[src/rtl/eforth_mem_pkg.sv]
// Shared types for the eForth1 memory sequencer: address/cell types, FSM states, latched request.
// Latency: n/a (types only).
// Backpressure: n/a.
package eforth_mem_pkg;

  localparam int ASZ = 17;  // byte address width (128K)
  localparam int DSZ = 8;   // RAM data width

  typedef logic [ASZ-1:0] addr_t;
  typedef logic [15:0]    cell_t;
  typedef logic [DSZ-1:0] byte_t;

  typedef enum logic [2:0] {
    IDLE = 3'd0,
    WR0  = 3'd1,
    WR1  = 3'd2,
    RD0  = 3'd3,
    RD1  = 3'd4,
    RSP  = 3'd5
  } mseq_st_e;

  // Operands captured at accept; the requester may change its inputs afterwards.
  typedef struct packed {
    logic  we;
    logic  byt;
    addr_t addr;
    cell_t wdata;
  } mreq_t;

endpackage

[src/rtl/cell16_mem_seq.sv]
// Turns 16-bit big-endian cell and byte accesses into sequenced byte accesses on an 8-bit RAM.
// Latency (accept to rsp_valid cycle): cell wr 3, byte wr 2, cell rd 2*(RD_LAT+1)+1, byte rd RD_LAT+2.
// Backpressure: req_ready only in IDLE; one request in flight, next accept the cycle after RSP.
// Ports: clk, rst_n; req_valid/req_ready/req_we/req_byte/req_addr/req_wdata request side;
//        rsp_valid/rsp_rdata completion; mem_ai/mem_vi/mem_we/mem_vo RAM side.
module cell16_mem_seq
  import eforth_mem_pkg::*;
#(
  parameter int unsigned RD_LAT = 1
) (
  input  logic  clk,
  input  logic  rst_n,
  input  logic  req_valid,
  output logic  req_ready,
  input  logic  req_we,
  input  logic  req_byte,
  input  addr_t req_addr,
  input  cell_t req_wdata,
  output logic  rsp_valid,
  output cell_t rsp_rdata,
  output addr_t mem_ai,
  output byte_t mem_vi,
  output logic  mem_we,
  input  byte_t mem_vo
);

  mseq_st_e   state, nxt;
  mreq_t      req_q;
  logic       alive;     // holds req_ready low until the first edge after reset release
  logic [1:0] cnt;       // remaining hold cycles of the current read phase
  byte_t      rd_hi;     // high byte of a cell read, kept until the low byte arrives
  addr_t      addr_p1;
  logic       accept;

  // Second byte of a cell wraps modulo 2^ASZ.
  assign addr_p1 = req_q.addr + addr_t'(1);
  assign accept  = req_valid && req_ready;

  always_ff @(posedge clk or negedge rst_n) begin
    if (!rst_n) begin
      state     <= IDLE;
      alive     <= 1'b0;
      req_q     <= '0;
      cnt       <= '0;
      rd_hi     <= '0;
      rsp_rdata <= '0;
    end else begin
      state <= nxt;
      alive <= 1'b1;
      if (accept) begin
        req_q <= '{we: req_we, byt: req_byte, addr: req_addr, wdata: req_wdata};
      end
      // Each read phase holds its address RD_LAT+1 cycles; sample on the last one.
      if ((nxt == RD0 || nxt == RD1) && nxt != state) begin
        cnt <= 2'(RD_LAT);
      end else if (cnt != 2'd0) begin
        cnt <= cnt - 2'd1;
      end
      if (state == RD0 && cnt == 2'd0) begin
        if (req_q.byt) begin
          rsp_rdata <= {8'h00, mem_vo};
        end else begin
          rd_hi <= mem_vo;
        end
      end
      // rsp_rdata only updates once the whole cell is in, so it never shows a half value.
      if (state == RD1 && cnt == 2'd0) begin
        rsp_rdata <= {rd_hi, mem_vo};
      end
    end
  end

  always_comb begin
    nxt = state;
    unique case (state)
      IDLE: if (accept) nxt = req_we ? WR0 : RD0;
      WR0:  nxt = req_q.byt ? RSP : WR1;
      WR1:  nxt = RSP;
      RD0:  if (cnt == 2'd0) nxt = req_q.byt ? RSP : RD1;
      RD1:  if (cnt == 2'd0) nxt = RSP;
      RSP:  nxt = IDLE;
      default: nxt = IDLE;
    endcase
  end

  always_comb begin
    mem_ai    = '0;
    mem_vi    = '0;
    mem_we    = 1'b0;
    rsp_valid = 1'b0;
    req_ready = alive && (state == IDLE);
    unique case (state)
      WR0: begin
        mem_ai = req_q.addr;
        mem_we = 1'b1;
        mem_vi = req_q.byt ? req_q.wdata[7:0] : req_q.wdata[15:8];
      end
      WR1: begin
        mem_ai = addr_p1;
        mem_we = 1'b1;
        mem_vi = req_q.wdata[7:0];
      end
      RD0:  mem_ai = req_q.addr;
      RD1:  mem_ai = addr_p1;
      RSP:  rsp_valid = 1'b1;
      default: ;
    endcase
  end

endmodule

[config.mk]
export PLATFORM = sky130hd
export DESIGN_NAME = cell16_mem_seq
export DESIGN_NICKNAME = d
export VERILOG_FILES = /design/src/rtl/eforth_mem_pkg.sv /design/src/rtl/cell16_mem_seq.sv
export SDC_FILE = /design/constraint.sdc
export NUM_CORES = 1
export LEC_CHECK = 0
export CAP_MARGIN = 10
export CORE_UTILIZATION = 40
export DETAILED_ROUTE_END_ITERATION = 8
export DONT_BUFFER_PORTS = 1
export GPL_TIMING_DRIVEN = 0
export HOLD_SLACK_MARGIN = 0.05
export PLACE_DENSITY_LB_ADDON = 0.1
export SLEW_MARGIN = 20
export SYNTH_ARGS = -nofsm -noshare
export SYNTH_HDL_FRONTEND = slang
export SYNTH_SLANG_ARGS = --single-unit
[constraint.sdc]
create_clock -name clk -period 5.55 [get_ports clk]
set_clock_uncertainty 0.2 [all_clocks]
set_input_delay 0.8325 -clock clk [delete_from_list [all_inputs] [get_ports clk]]
set_output_delay 0.8325 -clock clk [all_outputs]
set_load 0.02 [all_outputs]
Yosys cells after proc, flatten, opt, wreduce, memory -nomap -nowiden
Index checks and enable logic that the tools add are counted.
- mux-type cells: 17
- reduce and logical (&&, ||, !) cells: 17
- bitwise gates (word level): 1
- equality and inequality tests: 8
- add/subtract/negate cells: 2
- operators by type and width (cell ; count):
    $mux 16 ; 3
    $pmux 17 s2 ; 1
    $add 17x1->17 const B ; 1
    $pmux 8 s2 ; 1
    $pmux 3 s5 ; 1
    $mux 3 ; 4
    $eq 3x2->1 const B ; 3
    $eq 3x3->1 const B ; 3
    $mux 8 ; 1
    $reduce_bool 2->1 ; 4
    $mux 2 ; 3
    $reduce_or 2->1 ; 3
    $logic_and 1x1->1 ; 5
    $reduce_and 2->1 ; 2
    $eq 3x1->1 const B ; 1
    $logic_not 3->1 ; 1
    $mux 1 ; 3
    $ne 3x3->1 ; 1
    $logic_not 2->1 ; 1
    $sub 2x1->2 const B ; 1
    $logic_or 1x1->1 ; 1
    $not 1->1 ; 1
- bits in registers: 64
- word-level logic and storage cells: 53
- bits of input ports: 46
- output and inout bits: 44

Logic depth before layout (Yosys ltp)
Gate-level depths: netlist of the first run.
- word-level depth: 9
- gate-level depth with buffers: 7

Worst setup path before layout of the first run
OpenSTA, ideal clock, no wires.
- path kind: reg-to-output
- start point: register state[0]
- end point: output port mem_ai[11]
- data required time: 4.518 ns
- setup slack: 2.872 ns
- data arrival time: 1.645 ns
- stages on the path, launching flop included: 6
- cell sequence: dfrtp_1 > clkbuf_1 > nor2_1 > buf_2 > a21oi_1 > o21ai_0
- word-level cells in the longest chain between the ends: 3
- elaborated cells on any way between the ends: 7
- those cells by class: eq/ne (4); mux (1); reduce/logical (2)
- RTL lines (what ; line ; RTL):
    start, declared ; cell16_mem_seq.sv:27 ; mseq_st_e state, nxt;
    start signal, assigned ; cell16_mem_seq.sv:48 ; state <= nxt;
    $eq 3x3->1, or another cell as far along ; cell16_mem_seq.sv:92 ; unique case (state)
    $reduce_or 2->1 (no source line) ; n/a ;
    $pmux 17 s2 * ; cell16_mem_seq.sv:92 ;
    end, declared ; cell16_mem_seq.sv:21 ; output addr_t mem_ai,
Mark *: on every way between the ends. The rest lies on a longest branch, timed or not.

Worst setup path after layout of the first run
Ends and elaborated chain as after synthesis.

==> qor.csv, run 1 <==
stage;metric;value;unit
clocking;Inserted Clock Buffers;9;
synth;Ys Warns;0;
clocking;CTS tree;built;
sta;unrepaired setup endpoints after global routing;no;
clocking;clock sink total;64;
floorplan;Core Rows;32;
final_layout;Final Instance Area;3640;um2
final_layout;layout cells sized above 1;29.6;%
worst_setup_path;worst-path fanout max;10;
worst_setup_path;worst reg2reg setup slack;3.07;ns
synth;ys flop type;dfrtp_1;
final_layout;Fill cells;764;
placement;pre-CTS WS;2.41;ns
worst_setup_path;crit-path cells;clkbuf_1 > nor2_1 > buf_2 > a21oi_1 > o21ai_0;
outcome;outcome;completed;
final_layout;Final Non-Filler Cells;403;
synth;Yosys cell types;45;
clocking;postcts setup bufs;0;
worst_setup_path;Worst setup SP type;flip-flop;
power;pwr/cell area;686;nW/um2
global_route;largest net degree at the start of global routing;65;
worst_setup_path;Slowest-stage cell, CP;o21ai_0;
routing;Vias;2295;
synth;mapped cell area;3230;um2
job;max cap viols;0;
power;P_leak;1.55;nW
clocking;clk_lat worst skew;0.34;ns
placement;Inst Count DP;386;
worst_setup_path;arrival time at the worst endpoint;2.49;ns
power;part of the power in registers;38.8;%
floorplan;IO Pins;90;
routing;Routed WL;7.45;mm
power;overall power;2.49;mW
clocking;post-cts sizing count;0;
global_route;vias in the first global route;2274;
sta;final setup fails;0;
placement;quantity of I/O buffers inserted on ports;0;
power;Internal;1.43;mW
synth;top cells by area, synth;dfrtp_1, mux2_2, a22o_1, o21ai_0, a22oi_1;
synth;share of the synthesized area in the top cell type;49.5;%
worst_setup_path;WS Path Type;flip-flop to output pin;
routing;DR WL/cell;18.5;um
floorplan;Die H;91.9;um
sta;Slew Limit Fails;0;
final_layout;Area Growth Syn to Fin;12.5;%
sta;Worst Tran Pin Value;0.768;ns
placement;GPL Wtd Cong;0.767;
synth;syn_area_per_cell;11.4;um2
routing;Vias/cell;5.69;
floorplan;Initial Util;41.6;%
worst_setup_path;Max stage delay on crit path;0.61;ns
power;VDD IR-drop max;265;uV
synth;number of flops mapped to enable cells by yosys;0;
synth;Yosys reg bits;64;
sta;max frequency;0.284;GHz
clocking;clock slew at reported path FFs;0.08;ns
floorplan;total die area;8450;um2
synth;most frequent cell after synthesis;dfrtp_1;
sta;min Tclk post-route;3.52;ns
sta;total negative slack;0;ns
final_layout;storage element area;1600;um2
worst_setup_path;Required @ worst endpoint;4.52;ns
synth;syn nets;333;
global_route;first-pass GRT wire length;12.0;mm
synth;synth cell count leaders;dfrtp_1, mux2_2, nand2_1, o21ai_0, nor2_1;
routing;drt pass-1 iters;4;
global_route;initial antenna violation count;0;
synth;Cells after Synth;284;
clocking;H-tree depth;3;
power;Switch Pwr;1.06;mW
worst_setup_path;Worst Reg-to-Reg Cells;5;
final_layout;antenna cells;0;
final_layout;area of the multi-input gates;1530;um2
routing;Starting DRT DRC Count;88;
placement;placed cell area;3360;um2
min_path;worst min-delay path category;input pin to async pin;
worst_setup_path;Setup crit end kind;output pin;
synth;post-synth top area cell;dfrtp_1;
sta;worst setup margin;2.03;ns
placement;post-DP HPWL;5.10;mm
routing;Post-DRT Antenna Nets;0;
floorplan;Die X;91.9;um
clocking;buffer depth of the longest clock path;2;
synth;Async SR Flop Fraction;100;%
sta;final worst path period share;63.5;%
global_route;GR Overflow Total;0;
floorplan;core area;7770;um2
power;Sw Ratio;42.5;%
sta;Fin. Hold Viols;0;
sta;Slew Limit Headroom;48.3;%
synth;sequential share of the synthesized area;49.5;%
clocking;clk root buf;clkbuf_8;
global_route;GRT Resource Usage Total;18.7;%
power;clock power share;19.6;%
routing;drt drc;0;
clocking;hold buffer count at CTS;1;
final_layout;Nets;345;
power;Gate power share;41.7;%
## cell usage in the layout, fill, tap and decap left out, types with 2 or more instances in the layout
cell type | synthesis | routed
nor2_1 | 13 | 13
or4_1 | 2 | 2
or3_1 | 4 | 4
a22o_1 | 10 | 10
nand2b_1 | 3 | 3
clkbuf_8 | 0 | 9
nand2_1 | 14 | 14
bufinv_16 | 0 | 3
inv_1 | 8 | 8
nor2b_1 | 3 | 3
nor3_2 | 1 | 2
nand3_1 | 9 | 9
o211ai_1 | 3 | 3
mux2_2 | 59 | 59
ha_1 | 3 | 3
nor3_1 | 3 | 2
nand4_1 | 3 | 3
and2_1 | 2 | 2
buf_2 | 5 | 5
a22oi_1 | 9 | 9
o21ai_0 | 14 | 14
nand3b_1 | 2 | 2
a21oi_1 | 5 | 5
dfrtp_1 | 64 | 64
clkbuf_1 | 10 | 10
xnor2_1 | 2 | 2
a31oi_1 | 7 | 7
clkinv_4 | 0 | 2
and3_1 | 7 | 7
## worst paths after layout
kind | start | endpoint
setup / recovery | state[0] | mem_ai[11]
hold / removal | rst_n | req_q[23]
setup reg to reg | state[2] | req_q[23]
hold reg to reg | rd_hi[6] | rsp_rdata[14]
max in group asynchronous | rst_n | req_q[12]
min in group clk | rd_hi[6] | rsp_rdata[14]
## power by group through the flow
| stage | registers (mW) | clock network [mW] | logic, mW |
|---|---|---|---|
| floorplan | 0.910 | 0 | 0.872 |
| global placement | 0.967 | 0 | 1.01 |
| detailed placement | 0.976 | 0 | 1.03 |
| CTS | 0.969 | 0.504 | 1.05 |
| global route | 1.00 | 0.526 | 1.14 |
| finish | 0.968 | 0.488 | 1.04 |
## layer usage
| metal | share of wire [%] | GRT usage [%] | wire [um] | vias to the layer above |
|---|---|---|---|---|
| met3 | 5.8 | 6.05 | 429 | 6 |
| li1 | - | - | - | 1070 |
| met2 | 49 | 29.1 | 3630 | 57 |
| met5 | 0 | 0 | 0 | - |
| met1 | 44 | 24.5 | 3310 | 1162 |
| met4 | 1.1 | 6.64 | 83 | 0 |
## metrics by stage
stage	utilization (%)	hold WS, ns
2_1_floorplan	-	0.269
3_3_place_gp	43.3	0.277
3_5_place_dp	43.3	0.285
4_1_cts	46.8	0.160
5_1_grt	46.8	0.156
6_report	46.8	0.155
## registers in the layout (all words and copies together) (netlist names)
name	flops
rsp_rdata	16
rd_hi	8
req_q	34
alive	1
cnt	2
state	3
## worst max-delay path, delay by kind of cell, from the launching register on
kind | cells | cell delay, ns
AOI/OAI and AO/OA | 2 | 0.70
buffers and inverters | 2 | 0.57
DFF | 1 | 0.47
and+or+nand+nor | 1 | 0.41
## cell type report
| class | instances | share of cell area [%] |
|---|---|---|
| repair buffers | 1 | 0.757 |
| well taps | 102 | 3.51 |
| plain buffers | 16 | 2.03 |
| flip-flops and latches | 64 | 44.0 |
| inverters | 8 | 0.825 |
| multi-input cells | 196 | 42.2 |
| clock inverters | 7 | 3.30 |
| clock buffers | 9 | 3.40 |
## cells by family (layout without fill, tap and decap cells)
kind of cell / count (synthesis) / count (layout) / synth area share (%)
AND/OR/NAND/NOR: 72 / 72 / 12.1
flip-flops: 64 / 64 / 49.5
AO/OA/AOI/OAI: 59 / 59 / 12.8
multiplexers: 59 / 59 / 20.5
buffers and inverters: 24 / 41 / 3.21
adder cells (fa/ha/maj): 3 / 3 / 1.16
XOR/XNOR: 2 / 2 / 0.542
other: 1 / 1 / 0.116
(Power assumes the default switching activity.)
==> inputs of run 2 (changes only) <==
- clock period: 5.55 -> 3.4 ns (I/O delays scaled with it)
==> qor.csv, run 2 (synthesized netlist as in run 1, its figures left out) <==
stage;metric;value;unit;change
outcome;outcome;completed;;
clocking;clk_lat worst skew;0.33;ns;about the same
placement;GPL Wtd Cong;0.767;;unchanged
floorplan;total die area;8450;um2;unchanged
job;max cap viols;0;;unchanged
worst_setup_path;crit path launch;state[0];;
final_layout;commonest non-fill, non-tap cell in the layout;dfrtp_1;;
clocking;clk root buf;clkbuf_8;;
worst_setup_path;arrival time at the worst endpoint;2.49;ns;about the same
final_layout;area of the multi-input gates;1530;um2;unchanged
power;part of the power in registers;38.8;%;about the same
worst_setup_path;Slowest-stage cell, CP;o21ai_0;;
routing;DR WL/cell;18.5;um;-0.11%
sta;min Tclk post-route;3.20;ns;
worst_setup_path;Worst setup SP type;flip-flop;;
final_layout;storage element area;1600;um2;unchanged
clocking;buffer depth of the longest clock path;2;;unchanged
routing;drt drc;0;;unchanged
clocking;Inserted Clock Buffers;9;;unchanged
routing;Starting DRT DRC Count;73;;-17%
final_layout;Fill cells;763;;-0.13%
power;Sw Ratio;42.6;%;+0.045 points
routing;Routed WL;7.46;mm;+0.13%
floorplan;Die X;91.9;um;unchanged
worst_setup_path;WS Path Type;flip-flop to output pin;;
floorplan;IO Pins;90;;unchanged
global_route;GR Overflow Total;0;;unchanged
power;Switch Pwr;1.74;mW;+64%
sta;total negative slack;0;ns;unchanged
floorplan;Core Rows;32;;unchanged
global_route;first-pass GRT wire length;12.1;mm;+0.34%
routing;Vias/cell;5.65;;-0.81%
worst_setup_path;crit path capture;mem_ai[11];;
floorplan;Die H;91.9;um;unchanged
final_layout;antenna cells;0;;unchanged
sta;Slew Limit Fails;0;;unchanged
clocking;clock slew at reported path FFs;0.08;ns;about the same
routing;Post-DRT Antenna Nets;0;;unchanged
worst_setup_path;crit-path cells;clkbuf_1 > nor2_1 > buf_2 > a21oi_1 > o21ai_0;;
sta;Worst Tran Pin Value;0.757;ns;-0.0104 ns
floorplan;core area;7770;um2;unchanged
sta;final worst path period share;94.2;%;
sta;unrepaired setup endpoints after global routing;no;;
global_route;GRT Resource Usage Total;18.8;%;+0.021 points
clocking;postcts setup bufs;0;;unchanged
worst_setup_path;worst-path fanout max;10;;unchanged
sta;Slew Limit Headroom;49.0;%;+0.70 points
power;pwr/cell area;1120;nW/um2;+63%
clocking;CTS tree;built;;
placement;quantity of I/O buffers inserted on ports;0;;unchanged
placement;post-DP HPWL;5.10;mm;unchanged
routing;Vias;2282;;-0.57%
routing;drt pass-1 iters;6;;+2
global_route;largest net degree at the start of global routing;65;;unchanged
power;Gate power share;41.7;%;about the same
power;VDD IR-drop max;433;uV;+63%
sta;max frequency;0.312;GHz;
worst_setup_path;capturing point of the worst reg2reg path;req_q[23];;
final_layout;Reg with most FFs;req_q;;
power;clock power share;19.5;%;about the same
worst_setup_path;worst reg2reg setup slack;0.91;ns;-2.16 ns
worst_setup_path;Setup crit end kind;output pin;;
worst_setup_path;Required @ worst endpoint;2.69;ns;-1.83 ns
min_path;worst min-delay path category;input pin to flip-flop;;
clocking;clock sink total;64;;unchanged
sta;final setup fails;0;;unchanged
clocking;H-tree depth;3;;unchanged
sta;Fin. Hold Viols;0;;unchanged
worst_setup_path;reg2reg start;state[2];;
power;overall power;4.08;mW;+63%
final_layout;Largest regs;req_q (34), rsp_rdata (16), rd_hi (8);;
worst_setup_path;Max stage delay on crit path;0.61;ns;about the same
global_route;vias in the first global route;2286;;+0.53%
final_layout;Area Growth Syn to Fin;12.8;%;
floorplan;Initial Util;41.6;%;unchanged
final_layout;Largest register FFs;34;;unchanged
worst_setup_path;Worst Reg-to-Reg Cells;5;;unchanged
final_layout;most frequent cells in the layout;dfrtp_1, mux2_2, nand2_1, o21ai_0, nor2_1;;
final_layout;layout cells sized above 1;29.5;%;-0.098 points
power;P_leak;1.55;nW;+0.27%
final_layout;Nets;346;;+0.29%
power;Internal;2.34;mW;+63%
global_route;initial antenna violation count;0;;unchanged
-- run 2: changes by cell type in the layout (fill, tap and decap cells not counted), sizes merged --
| cell | change |
|---|---|
| dlygate4sd3 | +1 |
-- run 2: how the worst min path moves through the flow --
stage	endpoint	from	cells past startpoint
after detailed placement	req_q[23]	rst_n	0
after floorplan	alive	rst_n	0
final	req_q[24]	req_addr[8]	1
after global placement	req_q[24]	rst_n	0
after global routing	req_q[24]	req_addr[8]	1
after CTS	rsp_rdata[0]	mem_vo[0]	1
-- run 2: power groups by stage --
| stage | sequential [mW] | combinational [mW] | clock, mW |
|---|---|---|---|
| floorplan | 1.49 | 1.42 | 0 |
| global placement | 1.58 | 1.65 | 0 |
| detailed placement | 1.59 | 1.69 | 0 |
| CTS | 1.58 | 1.71 | 0.823 |
| global route | 1.64 | 1.85 | 0.859 |
| finish | 1.58 | 1.70 | 0.797 |
-- run 2: metal layers --
| metal | vias up | share of wire (%) | global-route usage, % |
|---|---|---|---|
| met5 | - | 0 | 0 |
| met4 | 0 | 1.1 | 6.64 |
| met3 | 6 | 5.4 | 5.97 |
| met2 | 53 | 49 | 29.4 |
| met1 | 1153 | 44 | 24.4 |
| li1 | 1070 | - | - |
-- run 2: per-stage QoR --
step	setup WS (ns)	hold WS [ns]	instances	area (um2)	util, %
after floorplan	1.04	0.0144	284	3230	-
final	0.198	0.116	404	3650	47.0
after global placement	0.582	0.0162	386	3360	43.3
after detailed placement	0.584	0.0160	386	3360	43.3
after CTS	0.175	0.0964	404	3640	46.9
after global routing	0.00242	0.0832	404	3650	47.0
-- run 2: worst max-delay path: cells and delay by family (launching register included) --
family	cells	cell delay [ns]
buffers and inverters	2	0.58
DFF	1	0.47
AOI/OAI and AO/OA	2	0.70
and+or+nand+nor	1	0.42
-- run 2: cell type report --
class | count | area share [%]
sequential | 64 | 43.9
multi-input combinational | 196 | 42.0
tap | 102 | 3.50
clock buffer | 9 | 3.40
clock inverter | 7 | 3.29
buffer | 16 | 2.02
timing repair buffer | 2 | 1.03
inverter | 8 | 0.823
-- run 2: what timing repair did --
item                                   4_1_cts  5_1_grt
hold buffers                                 2        0
endpoints found under the hold margin       64        0
gates resized for setup                      0        0
